==> config.mk <==
export PLATFORM = sky130hd
export DESIGN_NAME = tone_period_meter
export DESIGN_NICKNAME = d
export VERILOG_FILES = /design/src/rtl/tone_period_meter.sv
export SDC_FILE = /design/constraint.sdc
export NUM_CORES = 1
export LEC_CHECK = 0
export ABC_AREA = 1
export CORE_MARGIN = 1
export CORE_UTILIZATION = 50
export CTS_CLUSTER_SIZE = 40
export DETAILED_ROUTE_END_ITERATION = 8
export PLACE_DENSITY = 0.72
export SETUP_SLACK_MARGIN = 0.4
export SLEW_MARGIN = 20
export SYNTH_ARGS = -nofsm -noshare
export SYNTH_HDL_FRONTEND = slang
export SYNTH_SLANG_ARGS = --single-unit
==> constraint.sdc <==
create_clock -name clk -period 5.9 [get_ports clk]
set_input_delay 0.885 -clock clk [delete_from_list [all_inputs] [get_ports clk]]
set_output_delay 0.885 -clock clk [all_outputs]
set_load 0.005 [all_outputs]
==> src/rtl/tone_period_meter.sv <==
// Measures rise-to-rise period and high time of an asynchronous square-wave tone,
// flags loss of tone and reports lock once successive periods agree within TOL.
module tone_period_meter #(
    parameter int unsigned      CNT_W   = 28,
    parameter logic [CNT_W-1:0] TIMEOUT = 28'd50_000_000,
    parameter logic [CNT_W-1:0] TOL     = 28'd2,
    parameter int unsigned      LOCK_N  = 4
) (
    input  logic             clk,
    input  logic             rst,
    input  logic             enable,
    input  logic             tone_in,
    output logic [CNT_W-1:0] period,
    output logic [CNT_W-1:0] high_time,
    output logic             period_valid,
    output logic             locked,
    output logic             no_tone
);

    typedef enum logic [1:0] {
        ST_IDLE = 2'd0,
        ST_ARM  = 2'd1,
        ST_MEAS = 2'd2
    } state_t;

    localparam logic [CNT_W-1:0] CNT_ONE = CNT_W'(1);
    localparam logic [CNT_W-1:0] LIMIT   = TIMEOUT - CNT_ONE;
    localparam logic [3:0]       LOCK_C  = 4'(LOCK_N);

    state_t           r_state;
    state_t           w_state_nxt;
    logic             r_s1;
    logic             r_s2;
    logic             r_prev;
    logic [CNT_W-1:0] r_cnt;
    logic [CNT_W-1:0] r_hcnt;
    logic [3:0]       r_match_cnt;
    logic [CNT_W-1:0] r_period;
    logic [CNT_W-1:0] r_high_time;
    logic             r_period_valid;
    logic             r_locked;
    logic             r_no_tone;

    logic             w_rise;
    logic             w_at_limit;
    logic [CNT_W-1:0] w_cnt_inc;
    logic [CNT_W-1:0] w_diff;
    logic             w_match;
    logic [3:0]       w_mc_inc;

    // Tone synchronizer and edge-history flop; runs in every state.
    always_ff @(posedge clk) begin
        if (rst) begin
            r_s1   <= 1'b0;
            r_s2   <= 1'b0;
            r_prev <= 1'b0;
        end else begin
            r_s1   <= tone_in;
            r_s2   <= r_s1;
            r_prev <= r_s2;
        end
    end

    // Edge detect, timeout compare and lock arithmetic (|diff| without wrap).
    always_comb begin
        w_rise     = r_s2 & ~r_prev;
        w_at_limit = (r_cnt == LIMIT);
        w_cnt_inc  = r_cnt + CNT_ONE;
        if (w_cnt_inc >= r_period) begin
            w_diff = w_cnt_inc - r_period;
        end else begin
            w_diff = r_period - w_cnt_inc;
        end
        w_match = (w_diff <= TOL);
        if (r_match_cnt >= LOCK_C) begin
            w_mc_inc = LOCK_C;
        end else begin
            w_mc_inc = r_match_cnt + 4'd1;
        end
    end

    // State register.
    always_ff @(posedge clk) begin
        if (rst) begin
            r_state <= ST_IDLE;
        end else begin
            r_state <= w_state_nxt;
        end
    end

    // Next-state logic; a rise on the timeout cycle wins over the timeout.
    always_comb begin
        w_state_nxt = r_state;
        if (!enable) begin
            w_state_nxt = ST_IDLE;
        end else begin
            case (r_state)
                ST_IDLE: w_state_nxt = ST_ARM;
                ST_ARM: begin
                    if (w_rise) begin
                        w_state_nxt = ST_MEAS;
                    end else begin
                        w_state_nxt = ST_ARM;
                    end
                end
                ST_MEAS: begin
                    if (!w_rise && w_at_limit) begin
                        w_state_nxt = ST_ARM;
                    end else begin
                        w_state_nxt = ST_MEAS;
                    end
                end
                default: w_state_nxt = ST_IDLE;
            endcase
        end
    end

    // Counters, measurement outputs and lock/loss-of-tone flags.
    always_ff @(posedge clk) begin
        if (rst) begin
            r_cnt          <= '0;
            r_hcnt         <= '0;
            r_match_cnt    <= 4'd0;
            r_period       <= '0;
            r_high_time    <= '0;
            r_period_valid <= 1'b0;
            r_locked       <= 1'b0;
            r_no_tone      <= 1'b0;
        end else begin
            r_period_valid <= 1'b0;
            if (!enable || (r_state == ST_IDLE)) begin
                r_cnt       <= '0;
                r_hcnt      <= '0;
                r_match_cnt <= 4'd0;
                r_locked    <= 1'b0;
                r_no_tone   <= 1'b0;
            end else begin
                case (r_state)
                    ST_ARM: begin
                        if (w_rise) begin
                            r_cnt  <= '0;
                            r_hcnt <= CNT_ONE;
                        end else if (w_at_limit) begin
                            r_no_tone <= 1'b1;
                            r_cnt     <= '0;
                        end else begin
                            r_cnt <= w_cnt_inc;
                        end
                    end
                    ST_MEAS: begin
                        if (w_rise) begin
                            r_period       <= w_cnt_inc;
                            r_high_time    <= r_hcnt;
                            r_period_valid <= 1'b1;
                            r_cnt          <= '0;
                            r_hcnt         <= CNT_ONE;
                            r_no_tone      <= 1'b0;
                            if (w_match) begin
                                r_match_cnt <= w_mc_inc;
                                if (w_mc_inc == LOCK_C) begin
                                    r_locked <= 1'b1;
                                end else begin
                                    r_locked <= r_locked;
                                end
                            end else begin
                                r_match_cnt <= 4'd0;
                                r_locked    <= 1'b0;
                            end
                        end else if (w_at_limit) begin
                            r_no_tone   <= 1'b1;
                            r_locked    <= 1'b0;
                            r_match_cnt <= 4'd0;
                            r_cnt       <= '0;
                        end else begin
                            r_cnt  <= w_cnt_inc;
                            r_hcnt <= r_hcnt + CNT_W'(r_s2);
                        end
                    end
                    default: begin
                        r_cnt <= '0;
                    end
                endcase
            end
        end
    end

    assign period       = r_period;
    assign high_time    = r_high_time;
    assign period_valid = r_period_valid;
    assign locked       = r_locked;
    assign no_tone      = r_no_tone;

endmodule

==> results by stage <==
Run status:
- The run finished with clean final reports.

Yosys:
- After synthesis the netlist holds a flip-flop and latch count of 124.
- In this run, distinct cell masters in the synthesized netlist total 47.
- The fraction of registers with async set/reset is 0.
- The share of synthesized area in the top cell type comes to 0.257.
- Ranked by total cell area, the synthesized netlist is headed by sky130_fd_sc_hd__dfxtp_1 26%, sky130_fd_sc_hd__nand2_1 20%, sky130_fd_sc_hd__inv_1 12%, sky130_fd_sc_hd__ha_1 8.2%, sky130_fd_sc_hd__nor2_1 5.9%.
- The most used flip-flop cell after synthesis is sky130_fd_sc_hd__dfxtp_1.
- The number of nets handed over by synthesis was roughly 1.7k.
- The cell type with the highest aggregate area in the netlist is sky130_fd_sc_hd__dfxtp_1.
- The gate count of the mapped netlist is 1617.
- The number of synthesized flops with an enable pin is 0.
- The cell area that synthesis handed to floorplanning was 9660 um^2.
- The average instance in the mapped netlist occupies 5.98 um^2.
- The share of the Yosys chip area taken by registers is 0.257.
- For this run, the number of Yosys warnings is 0.

Clock network:
- The CTS tree is built.
- The number of sinks on the clock net is 124.
- The clock latency reported for the late side of the worst-skew pair is 0.41 ns.
- The tree is rooted in a sky130_fd_sc_hd__clkbuf_16.
- Buffers inserted to repair hold after CTS numbered 0.
- The number of setup buffers added after CTS is 0.
- The post-cts sizing count is 0.
- The clock tree synthesis step divided the H-tree into 4 levels.
- The number of buffers created by CTS is 17.
- Counting along the longest clock path gives a buffer depth of 2.
- The post-CTS clock slew at the launch and capture registers of the worst setup and hold paths is 0.06 ns.

Die:
- The total die area is between 15000 and 20000 um^2.
- The number of cell rows is 50.
- Pin placement for this block handled 63 I/O pins.
- The placeable core region is 18800 um^2.
- The chip height is 141 um.
- The initial utilization of the core area, before any placement, comes to 0.513.
- The horizontal extent of the die is 141 um.

Pwr:
- The net switching share of the total power is 0.208.
- Dividing total power by cell area gives a power density of around 180 nW/um^2.
- The leakage dissipation is 5.52 nW.
- Of the total power, registers draw 0.426.
- The portion of total power attributed to the clock network is 0.554.
- The overall power is between 1.5 and 2 mW.
- The combinational fraction of design power is 0.019.
- Across the VDD grid, the largest voltage drop is roughly 190 uV.
- The internal power of the cells totals 1.56 mW.
- For this design the total switching power over the nets is 0.410 mW.

Worst setup path:
- The worst setup path is launched from a flip-flop.
- Data on the critical path is required at its endpoint by 6.24 ns.
- The worst register-to-register path has a depth of 32.
- The slowest library cell on the worst path is sky130_fd_sc_hd__dfxtp_1.
- By instance count, the cell type seen most on the critical path is sky130_fd_sc_hd__nor2_1.
- The element type at the critical path end is a flip-flop.
- The launch point of the worst reg-to-reg path is r_cnt[0].
- The count of buffering cells on the critical path with inverters included is 5.
- The critical path crosses 32 cells after its start point.
- The maximum fanout count along the critical path is 16.
- The worst setup path category is flip-flop to flip-flop.
- The most critical setup path has its startpoint at r_cnt[0].
- The critical path ends at locked.
- The largest single stage delay on the critical path is 0.43 ns.
- The kind of cell with the highest combined delay on the critical path is simple AND/OR/NAND/NOR gates.
- In this run the critical register-to-register path is captured at locked.
- For the worst setup path, the data arrival time is 5.17 ns.
- For flop-to-flop paths, the worst setup slack is 1.08 ns.

Place:
- The final weighted congestion in routability-driven placement is approximately 1.0.
- The total cell area at the placement stage is 10400 um^2.
- The number of placed instances with taps included is 1906.
- OpenSTA, run right after detailed placement, puts the worst setup slack at 1.17 ns.
- Summed over all nets, the half-perimeter wirelength after detailed placement is approximately 22 mm.
- Port buffering added slightly above 60 buffers.

Worst hold path:
- In this run the worst hold path is classified as flip-flop to flip-flop.

GRT:
- Entering global routing, the biggest net connects 98 pins.
- In the global route stage, overall resource usage came out at 0.285.
- In this run the most used layer during global routing was met2.
- The fraction of met2 tracks used by global routing is 0.503.
- The first global-routing pass estimated 45.1 mm of wire.
- The number of antenna violations at the first check in global routing is 0.
- The number of global-route vias before repair is 9307.
- The met1 track demand over resource in global routing is 0.357.
- For met3 alone, demand over resource in global routing was 0.0397.
- The total grt overflow is 0.

Timing:
- For the final database, setup skew stands at 0.0109 ns.
- The total count of hold-check failures in the final report is 0.
- The worst-margin pin slew is 0.866 ns.
- Static timing analysis puts the maximum clock frequency at 207 MHz.
- The final critical-path setup slack is 1.08 ns.
- The relative slew slack is 0.423.
- The final total negative setup slack is 0 ns.
- The total count of max-transition violations in the final report is 0.
- The count of endpoints failing setup in the final report is 0.
- The final period demand of the worst path is roughly 4.8 ns.
- Setup repair after global routing left no endpoint under its margin.
- The share of the clock period used by the worst path after layout is 0.818.

Finish:
- In the final layout, the share of cells above drive strength 1 is 0.0501.
- Summing all flip-flop and latch instances after layout gives around 2500 um^2.
- The filler cells instantiated in the layout total 1875.
- The final cell area excluding filler cells is 11100 um^2.
- The repair_antennas step left the layout with diodes totalling 0.
- The area taken by multi-input logic gates is between 5000 and 6000 um^2.
- After the last flow step, the layout net total stands at 1734.
- The area growth from synthesis to layout is 14.4%.
- Once layout is complete, the cells apart from fillers number ~1.9k.

Route:
- After detailed routing, the average wire length per cell comes to 14.2 um.
- The residual DRC count is 0.
- The post-route antenna net violation count is 0.
- The first TritonRoute pass finished after 6 iterations.
- The final wirelength is 27.5 mm.
- The via total after detailed routing is 9953.
- The detail-routed via count per cell is a little over 5.
- The number of DRC markers after the initial detailed-route iteration is between 800 and 900.

Flow run:
- Across the run, the number of max-cap violations was 0.
-- Yosys cell counts, types with 8 or more instances --
cell type / count
sky130_fd_sc_hd__a21oi_1: 97
sky130_fd_sc_hd__clkbuf_1: 20
sky130_fd_sc_hd__dfxtp_1: 124
sky130_fd_sc_hd__ha_1: 63
sky130_fd_sc_hd__inv_1: 304
sky130_fd_sc_hd__nand2_1: 506
sky130_fd_sc_hd__nand2_2: 13
sky130_fd_sc_hd__nand3_1: 85
sky130_fd_sc_hd__nand4_1: 36
sky130_fd_sc_hd__nor2_1: 151
sky130_fd_sc_hd__nor2_2: 8
sky130_fd_sc_hd__nor2_4: 8
sky130_fd_sc_hd__nor3_1: 17
sky130_fd_sc_hd__o21ai_0: 82
sky130_fd_sc_hd__xor2_1: 35
-- through the flow --
stage | hold slack [ns] | util
floorplan | 0.388 | -
global placement | 0.390 | 0.554
detailed placement | 0.395 | 0.554
CTS | 0.403 | 0.587
global route | 0.422 | 0.587
finish | 0.405 | 0.587
-- cell usage in the layout, fill, tap and decap left out, types with 35 or more instances in the layout --
cell	instances
sky130_fd_sc_hd__inv_1	304
sky130_fd_sc_hd__a21oi_1	97
sky130_fd_sc_hd__ha_1	63
sky130_fd_sc_hd__nor2_1	150
sky130_fd_sc_hd__nand4_1	36
sky130_fd_sc_hd__xor2_1	35
sky130_fd_sc_hd__nand2_1	506
sky130_fd_sc_hd__dfxtp_1	124
sky130_fd_sc_hd__nand3_1	84
sky130_fd_sc_hd__clkdlybuf4s50_1	62
sky130_fd_sc_hd__o21ai_0	82
-- worst min path at each step --
stage,start,end,slack [ns],cells past startpoint
finish,r_s1,r_s2,0.41,2
global route,r_s1,r_s2,0.42,2
CTS,r_s1,r_s2,0.40,2
detailed placement,r_s1,r_s2,0.40,2
global placement,r_s1,r_s2,0.39,2
floorplan,r_s1,r_s2,0.39,2
-- routing by layer --
metal | vias to the layer above | routed length [um] | part of all wire
met5 | - | 0 | 0
met4 | 0 | 637 | 0.023
met3 | 51 | 1490 | 0.054
met2 | 305 | 13100 | 0.48
met1 | 4500 | 12200 | 0.45
li1 | 5097 | - | -
-- registers in the layout, indices dropped and copies added, names as in the netlist --
register and cells:
r_cnt 28, r_match_cnt 4, r_hcnt 28, no_tone 1
period_valid 1, period 28, r_state 2, r_s2 1
locked 1, high_time 28, r_s1 1, r_prev 1
-- layout make-up --
type,instances,area share
Multi-Input combinational cell,1146,0.526
Sequential cell,124,0.225
Inverter,312,0.106
Timing Repair Buffer,64,0.0575
Clock buffer,18,0.0388
Tap cell,260,0.0294
Clock inverter,14,0.0174
-- kinds of logic after synthesis --
logic type / synth area share
flip-flops: 0.257
AO/OA/AOI/OAI: 0.107
XOR/XNOR: 0.0317
AND/OR/NAND/NOR: 0.376
adder cells (fa/ha/maj): 0.0857
buffers and inverters: 0.143
-- tightest hold or removal path, cell delays in order (launching register included) --
cell,delay (ns)
sky130_fd_sc_hd__dfxtp_1,0.30
sky130_fd_sc_hd__inv_1,0.04
sky130_fd_sc_hd__nor2_1,0.03
-- power groups by stage --
stage                     Clock (mW)  Sequential, mW  Combinational (mW)
after floorplan                    0           0.858              0.0262
after global placement             0           0.858              0.0375
after detailed placement           0           0.858              0.0377
after CTS                       1.10           0.840              0.0379
after global routing            1.15           0.840              0.0428
final                           1.09           0.840              0.0383
(Power assumes the default switching activity.)
